## src/rtl/fetch_prefetch_buffer.sv

```systemverilog
// rtl/fetch_prefetch_buffer.sv - sequential instruction prefetch buffer with redirect flush
// Ports:
//   clk, rst                        core clock, asynchronous active-low reset
//   redirect, redirect_pc           flush the buffer and restart fetch at redirect_pc
//   inst_valid, inst_ready          head-entry handshake towards the core
//   inst_data, inst_pc              head instruction word and its address (0 when empty)
//   mem_req, mem_addr               single-outstanding read request to instruction memory
//   mem_rvalid, mem_rdata           read response (one-cycle pulse)
//   level                           current FIFO occupancy
module fetch_prefetch_buffer #(
   parameter int          DEPTH    = 4,
   parameter logic [31:0] RESET_PC = 32'h0000_0000,
   parameter logic [31:0] PC_STEP  = 32'd4
) (
   input  logic                     clk,
   input  logic                     rst,
   input  logic                     redirect,
   input  logic [31:0]              redirect_pc,
   input  logic                     inst_ready,
   output logic                     inst_valid,
   output logic [31:0]              inst_data,
   output logic [31:0]              inst_pc,
   output logic                     mem_req,
   output logic [31:0]              mem_addr,
   input  logic                     mem_rvalid,
   input  logic [31:0]              mem_rdata,
   output logic [$clog2(DEPTH):0]   level
);

   localparam int               PTR_W = $clog2(DEPTH);
   localparam int               CNT_W = PTR_W + 1;
   localparam logic [CNT_W-1:0] FULL  = CNT_W'(DEPTH);

   typedef enum logic [1:0] {
      ST_IDLE  = 2'd0,
      ST_WAIT  = 2'd1,
      ST_FLUSH = 2'd2
   } state_t;

   state_t           state;
   state_t           state_nxt;
   logic [31:0]      fpc;
   logic [31:0]      pc_mem   [DEPTH];
   logic [31:0]      data_mem [DEPTH];
   logic [PTR_W-1:0] rd_ptr;
   logic [PTR_W-1:0] wr_ptr;
   logic [CNT_W-1:0] count;
   logic             push;
   logic             pop;

   // ---------------- FSM: state register ----------------
   always_ff @(posedge clk or negedge rst) begin
      if (!rst) begin
         state <= ST_IDLE;
      end else begin
         state <= state_nxt;
      end
   end

   // ---------------- FSM: next state ----------------
   always_comb begin
      state_nxt = state;
      case (state)
         ST_IDLE: begin
            if (mem_req) begin
               state_nxt = ST_WAIT;
            end
         end
         ST_WAIT: begin
            // A redirect while the response is still out must swallow that stale word.
            if (mem_rvalid) begin
               state_nxt = ST_IDLE;
            end else if (redirect) begin
               state_nxt = ST_FLUSH;
            end
         end
         ST_FLUSH: begin
            // The stale word is dropped whenever it arrives; a further redirect only moves fpc.
            if (mem_rvalid) begin
               state_nxt = ST_IDLE;
            end
         end
         default: state_nxt = ST_IDLE;
      endcase
   end

   // ---------------- FSM: outputs ----------------
   always_comb begin
      mem_req = (state == ST_IDLE) && (count < FULL) && !redirect;
   end

   assign push = (state == ST_WAIT) && mem_rvalid && !redirect;
   assign pop  = (count != '0) && inst_ready && !redirect;

   // ---------------- fetch PC, pointers and occupancy ----------------
   always_ff @(posedge clk or negedge rst) begin
      if (!rst) begin
         fpc    <= RESET_PC;
         rd_ptr <= '0;
         wr_ptr <= '0;
         count  <= '0;
      end else if (redirect) begin
         fpc    <= redirect_pc;
         rd_ptr <= '0;
         wr_ptr <= '0;
         count  <= '0;
      end else begin
         if (push) begin
            fpc    <= fpc + PC_STEP;
            wr_ptr <= wr_ptr + PTR_W'(1);
         end
         if (pop) begin
            rd_ptr <= rd_ptr + PTR_W'(1);
         end
         case ({push, pop})
            2'b10:   count <= count + CNT_W'(1);
            2'b01:   count <= count - CNT_W'(1);
            default: count <= count;
         endcase
      end
   end

   // Storage needs no reset: contents are masked by count on the outputs.
   always_ff @(posedge clk) begin
      if (push) begin
         pc_mem[wr_ptr]   <= fpc;
         data_mem[wr_ptr] <= mem_rdata;
      end
   end

   assign inst_valid = (count != '0);
   assign inst_data  = inst_valid ? data_mem[rd_ptr] : 32'h0;
   assign inst_pc    = inst_valid ? pc_mem[rd_ptr]   : 32'h0;
   assign mem_addr   = fpc;
   assign level      = count;

endmodule

```

## config.mk

```make
export PLATFORM = sky130hd
export DESIGN_NAME = fetch_prefetch_buffer
export DESIGN_NICKNAME = d
export VERILOG_FILES = /design/src/rtl/fetch_prefetch_buffer.sv
export SDC_FILE = /design/constraint.sdc
export NUM_CORES = 1
export LEC_CHECK = 0
export CORE_ASPECT_RATIO = 1.5
export CORE_MARGIN = 2
export CORE_UTILIZATION = 59
export CTS_CLUSTER_DIAMETER = 30
export DETAILED_ROUTE_END_ITERATION = 16
export GPL_ROUTABILITY_DRIVEN = 0
export GPL_TIMING_DRIVEN = 0
export PLACE_DENSITY = 0.87
export SYNTH_ARGS = -nofsm -noshare
export SYNTH_HDL_FRONTEND = slang
export SYNTH_SLANG_ARGS = --single-unit
```

## constraint.sdc

```tcl
create_clock -name clk -period 6.2 [get_ports clk]
set_clock_uncertainty 0.15 [all_clocks]
set_input_delay 1.24 -clock clk [delete_from_list [all_inputs] [get_ports clk]]
set_output_delay 1.24 -clock clk [all_outputs]
set_load 0.01 [all_outputs]
```

==> metrics, run 1 <==
outcome=finished, final reports clean; FP Rows=63; area of the multi-input gates=3110 um2; total power=6.18 mW; initial antenna violation count=0; Total GRT Usage=24.2%; CTS Sinks=297; clk buf depth=3; vias in the first global route=7089; die span in x=120 um; endpoint arrival time on the critical path=3.28 ns; dpl hpwl=16.2 mm; WL met2=14.1 mm; Max Freq=0.214 GHz; # DRC=0; CTS buffer count=36; final setup fails=0; clock-pin transition on the worst setup and hold timing paths=0.06 ns; total grt overflow=0; Critical Path RT=4.81 ns; CTS tree=yes; wire length per cell=22.1 um; initial core utilization=60.3%; P_leak=5.05 nW; Final Cycle Share=75.4%; metal3 WL=1.39 mm; total core area=19900 um2; chip height=179 um; Fin Setup TNS=0 ns; post-route insts no fill=1166; Register Area=8710 um2; post-route minimum period=4.67 ns; Placed Cells=1102; Most used DFF post-synth=edfxtp_1; pwr dens=404 nW/um2; Vias=6932; area grow syn2layout=27.6%; fill cell count=1147; worst hold path class=reg -> reg; Pre-antenna DRT Iters=6; peak supply drop=0.000262 V; synth cell count leaders=256 x edfxtp_1, 67 x and2_1, 64 x mux4_2, 41 x dfrtp_1, 32 x nand2_1; first-pass GRT wire length=39.2 mm; headroom to the max-slew limit=38.8%; Netlist Area Pre-Place=12000 um2; yosys warns=0; fin util=77.0%; number of port buffers=168; worst skew pair latency=0.49 ns; Distinct cells, synth=42; DR vias/cell=5.95; cell with the most instances after synthesis=edfxtp_1; RSZ-0062 raised after global routing=false; cell taking the most area after synthesis=edfxtp_1; Worst Tran Pin Value=0.910 ns; Yosys reg bits=297; die area=21500 um2; Startpoint Class=register; Iteration-0 DRC Markers=656; number of synthesized flops with an enable pin=256; Worst Setup End Kind=primary output; final hold violation count=0; Boundary Pins=170; total wire length=25.7 mm; Gates resized, CTS repair=0; Cells after Synth=669; Seq/Total Area, Yosys=72.7%; Syn Area/Cell=17.9 um2; top cell type's share of synthesized area=64.2%; syn nets=744; Final Slew Violations=0; DRT met1 WL=9.59 mm; total setup buffers inserted after CTS=0; Antenna Nets Post-Route=0; Max Cap Viol=0; hold buffer count at cts=0; Area contributors post-synth=edfxtp_1 64%, mux4_2 12%, dfrtp_1 8.6%; final hold slack=0.383 ns; antenna cells=0; critical path type=reg -> out; layout cells sized above 1=16.0%; # nets final=955; Async SR Flop Fraction=13.8%; Root Buffer=clkbuf_16; H-tree depth=2; worst-path maximum fanout=10; largest net degree at the start of global routing=51; top sig layer=met4
## final cells by class
class | instances | area share (%)
Buffer | 36 | 0.974
Clock buffer | 41 | 6.16
Clock inverter | 23 | 1.47
Inverter | 8 | 0.196
Multi-Input combinational cell | 328 | 20.3
Sequential cell | 297 | 57.0
Tap cell | 260 | 2.13
Timing Repair Buffer | 173 | 11.7
## kinds of logic after synthesis
kind of cell / count (synthesis) / synth area share [%]
mux: 69 / 12.5
buf+inv: 44 / 1.49
xor+xnor: 13 / 0.950
compound gates: 49 / 2.69
flops: 297 / 72.7
simple gates: 191 / 8.98
fa+ha+maj: 6 / 0.689
## path summary, 6_finish.rpt
kind	depth (start not counted)	slack [ns]	start	endpoint
setup reg to reg	5	3.46	state[1]	data_mem[2][3]
hold / removal	0	0.38	mem_addr[1]	pc_mem[2][1]
min in group asynchronous	1	0.44	rst	mem_addr[6]
max in group asynchronous	2	5.01	rst	wr_ptr[0]
hold reg to reg	0	0.38	mem_addr[1]	pc_mem[2][1]
setup / recovery	5	1.53	rd_ptr[0]	inst_pc[1]
## cell usage in the layout, fill, tap and decap left out, types with 15 or more instances in the layout
master	instances
and2_1	67
dfrtp_1	41
nand2_1	32
edfxtp_1	256
nor2_1	25
a31oi_1	15
clkbuf_1	28
clkbuf_16	37
clkdlybuf4s50_1	167
mux4_2	64
## state kept, by name (all words and copies together), names as in the netlist
name,flops
data_mem,128
pc_mem,128
mem_addr,32
level,3
rd_ptr,2
state,2
wr_ptr,2
## stage by stage
stage,area (um2),setup WS (ns)
floorplan,12000,2.15
global placement,14000,0.316
CTS,15300,1.42
detailed placement,14100,1.96
finish,15300,1.53
global route,15300,1.34
## power breakdown
part | internal, mW | total [mW] | switching, mW
Sequential | 2.26 | 2.35 | 0.0892
Clock | 1.23 | 2.02 | 0.788
Combinational | 1.00 | 1.81 | 0.809
Total | 4.49 | 6.18 | 1.69
## routing by layer
metal	vias to the layer above	track usage (%)
met5	-	0
met4	0	7.95
met3	48	2.97
met2	305	43.5
met1	3497	30.8
li1	3082	-
## critical path, stage by stage (launching register included)
cell and delay (ns):
dfrtp_1 0.41, buf_1 0.66, buf_2 0.48, mux4_2 0.56, and2_1 0.19, clkdlybuf4s50_1 0.48
No activity file was read; power rests on OpenSTA's default activity.
==> run 2, diff against run 1 <==
--- a/config.mk
+++ b/config.mk
@@ -7,12 +7,12 @@
 export LEC_CHECK = 0
 export CORE_ASPECT_RATIO = 1.5
 export CORE_MARGIN = 2
-export CORE_UTILIZATION = 59
+export CORE_UTILIZATION = 49
 export CTS_CLUSTER_DIAMETER = 30
 export DETAILED_ROUTE_END_ITERATION = 16
 export GPL_ROUTABILITY_DRIVEN = 0
 export GPL_TIMING_DRIVEN = 0
-export PLACE_DENSITY = 0.87
+export PLACE_DENSITY = 0.78
 export SYNTH_ARGS = -nofsm -noshare
 export SYNTH_HDL_FRONTEND = slang
 export SYNTH_SLANG_ARGS = --single-unit
==> constraint.sdc (replaced) <==
create_clock -name clk -period 4 [get_ports clk]
set_clock_uncertainty 0.15 [all_clocks]
set_input_delay 0.8 -clock clk [delete_from_list [all_inputs] [get_ports clk]]
set_output_delay 0.8 -clock clk [all_outputs]
set_load 0.01 [all_outputs]
==> metrics, run 2 (synthesis gave the netlist of run 1 again) <==
Fin Setup TNS=0 ns; Max Freq=0.264 GHz; number of port buffers=168; CTS buffer count=37; Boundary Pins=170; Antenna Nets Post-Route=0; dpl hpwl=16.9 mm; Register Area=8710 um2; initial core utilization=49.6%; die area=25700 um2; Final Cycle Share=94.6%; # DRC=0; initial antenna violation count=0; CTS Sinks=297; Worst Setup End Kind=primary output; DR vias/cell=5.62; Final Slew Violations=0; total grt overflow=0; Max Cap Viol=0; Pre-antenna DRT Iters=5; Hold Path Sink=state[0]; wire length per cell=21.0 um; largest net degree at the start of global routing=42; FF-to-FF Start=state[1]; outcome=finished, final reports clean; worst hold path class=reg -> reg; die span in x=132 um; chip height=196 um; Reg2Reg Depth=5; CTS tree=yes; critical path type=reg -> out; layout cells sized above 1=17.1%; vias in the first global route=7334; Iteration-0 DRC Markers=487; r2r endpoint=data_mem[3][7]; endpoint arrival time on the critical path=2.84 ns; clock-pin transition on the worst setup and hold timing paths=0.06 ns; worst-path maximum fanout=11; Root Buffer=clkbuf_16; fill cell count=1722; commonest non-fill, non-tap cell in the layout=edfxtp_1; pre-CTS setup slack=0.185 ns; worst skew pair latency=0.51 ns; FP Rows=70; Critical Path RT=3.05 ns; Total GRT Usage=20.4%; antenna cells=0; final hold violation count=0; Startpoint Class=register; # nets final=955; peak supply drop=0.000460 V; Worst Tran Pin Value=0.890 ns; P_leak=5.15 nW; reg2reg setup slack=1.29 ns; total wire length=25.8 mm; area grow syn2layout=29.9%; final setup fails=0; Vias=6934; headroom to the max-slew limit=40.1%; most frequent cells in the layout=256 x edfxtp_1, 167 x clkdlybuf4s50_1, 67 x and2_1, 64 x mux4_2, 41 x dfrtp_1; pwr dens=640 nW/um2; total core area=24200 um2; area of the multi-input gates=3110 um2; Placed Cells=1166; RSZ-0062 raised after global routing=false; hold wc startpoint=state[1]; post-route insts no fill=1233; post-route minimum period=3.79 ns; worst setup margin=0.215 ns; H-tree depth=2; clk buf depth=3; hold path depth=1; first-pass GRT wire length=40.4 mm
[run 2: cell types whose count changed in the layout (fill, tap and decap cells not counted), sizes merged]
cell / previous run / this run
bufinv: 3 / 6
inv: 15 / 17
clkinvlp: 2 / 3
dlygate4sd3: 0 / 1
clkbuf: 65 / 66
buf: 18 / 17
clkdlybuf4s15: 0 / 1
clkinv: 11 / 6
[run 2: metal layers]
metal	track usage, %	share of wire, %	routed length [um]	vias to the layer above
met4	10.1	4.1	1060	0
met3	2.91	4.5	1170	63
met1	24.5	38	9910	3521
li1	-	-	-	3095
met2	36.1	53	13700	255
met5	0	0	0	-
[run 2: timing repair]
action	CTS	global route
setup endpoints to repair	50	23
setup buffers	0	0
hold buffers	1	0
hold endpoints to repair	3	0
gates resized for setup	10	3
[run 2: stage by stage]
stage / instance area, um2 / total power, mW / util, % / hold WS [ns]
detailed placement: 14200 / 6.55 / 58.8 / 0.371
global placement: 14100 / 6.51 / 58.2 / 0.356
finish: 15600 / 9.96 / 64.4 / 0.387
CTS: 15600 / 10.1 / 64.4 / 0.378
floorplan: 12000 / 5.11 / - / 0.335
global route: 15600 / 10.4 / 64.4 / 0.400
[run 2: worst max-delay path, stage by stage (launching register included)]
cell and delay, ns:
dfrtp_1 0.68, clkbuf_1 0.57, mux4_2 0.43, and2_1 0.18
clkdlybuf4s50_1 0.47
[run 2: report_power, final]
group | internal [mW] | leakage [nW] | switching (mW)
clock | 2.22 | 0.641 | 1.28
sequential | 3.50 | 2.80 | 0.137
combinational | 1.57 | 1.71 | 1.25
total | 7.29 | 5.15 | 2.67
[run 2: worst max-delay path by stage]
| stage | startpoint | end | slack [ns] | cells after the start |
|---|---|---|---|---|
| 2_1_floorplan | mem_rvalid | data_mem[0][0] | 0.39 | 4 |
| 3_3_place_gp | mem_rvalid | data_mem[0][10] | -1.52 | 5 |
| 3_5_place_dp | rd_ptr[0] | inst_pc[14] | 0.19 | 5 |
| 4_1_cts | rd_ptr[0] | inst_pc[10] | 0.02 | 5 |
| 5_1_grt | rd_ptr[0] | inst_data[12] | 0.03 | 4 |
| 6_report | rd_ptr[1] | inst_pc[30] | 0.21 | 4 |
[run 2: cell type report]
cell class | instances | share of cell area [%]
clock buffers | 44 | 6.46
multi-input cells | 328 | 20.0
well taps | 324 | 2.60
plain buffers | 34 | 1.05
clock inverters | 24 | 2.04
flip-flops and latches | 297 | 56.0
inverters | 8 | 0.193
repair buffers | 174 | 11.7
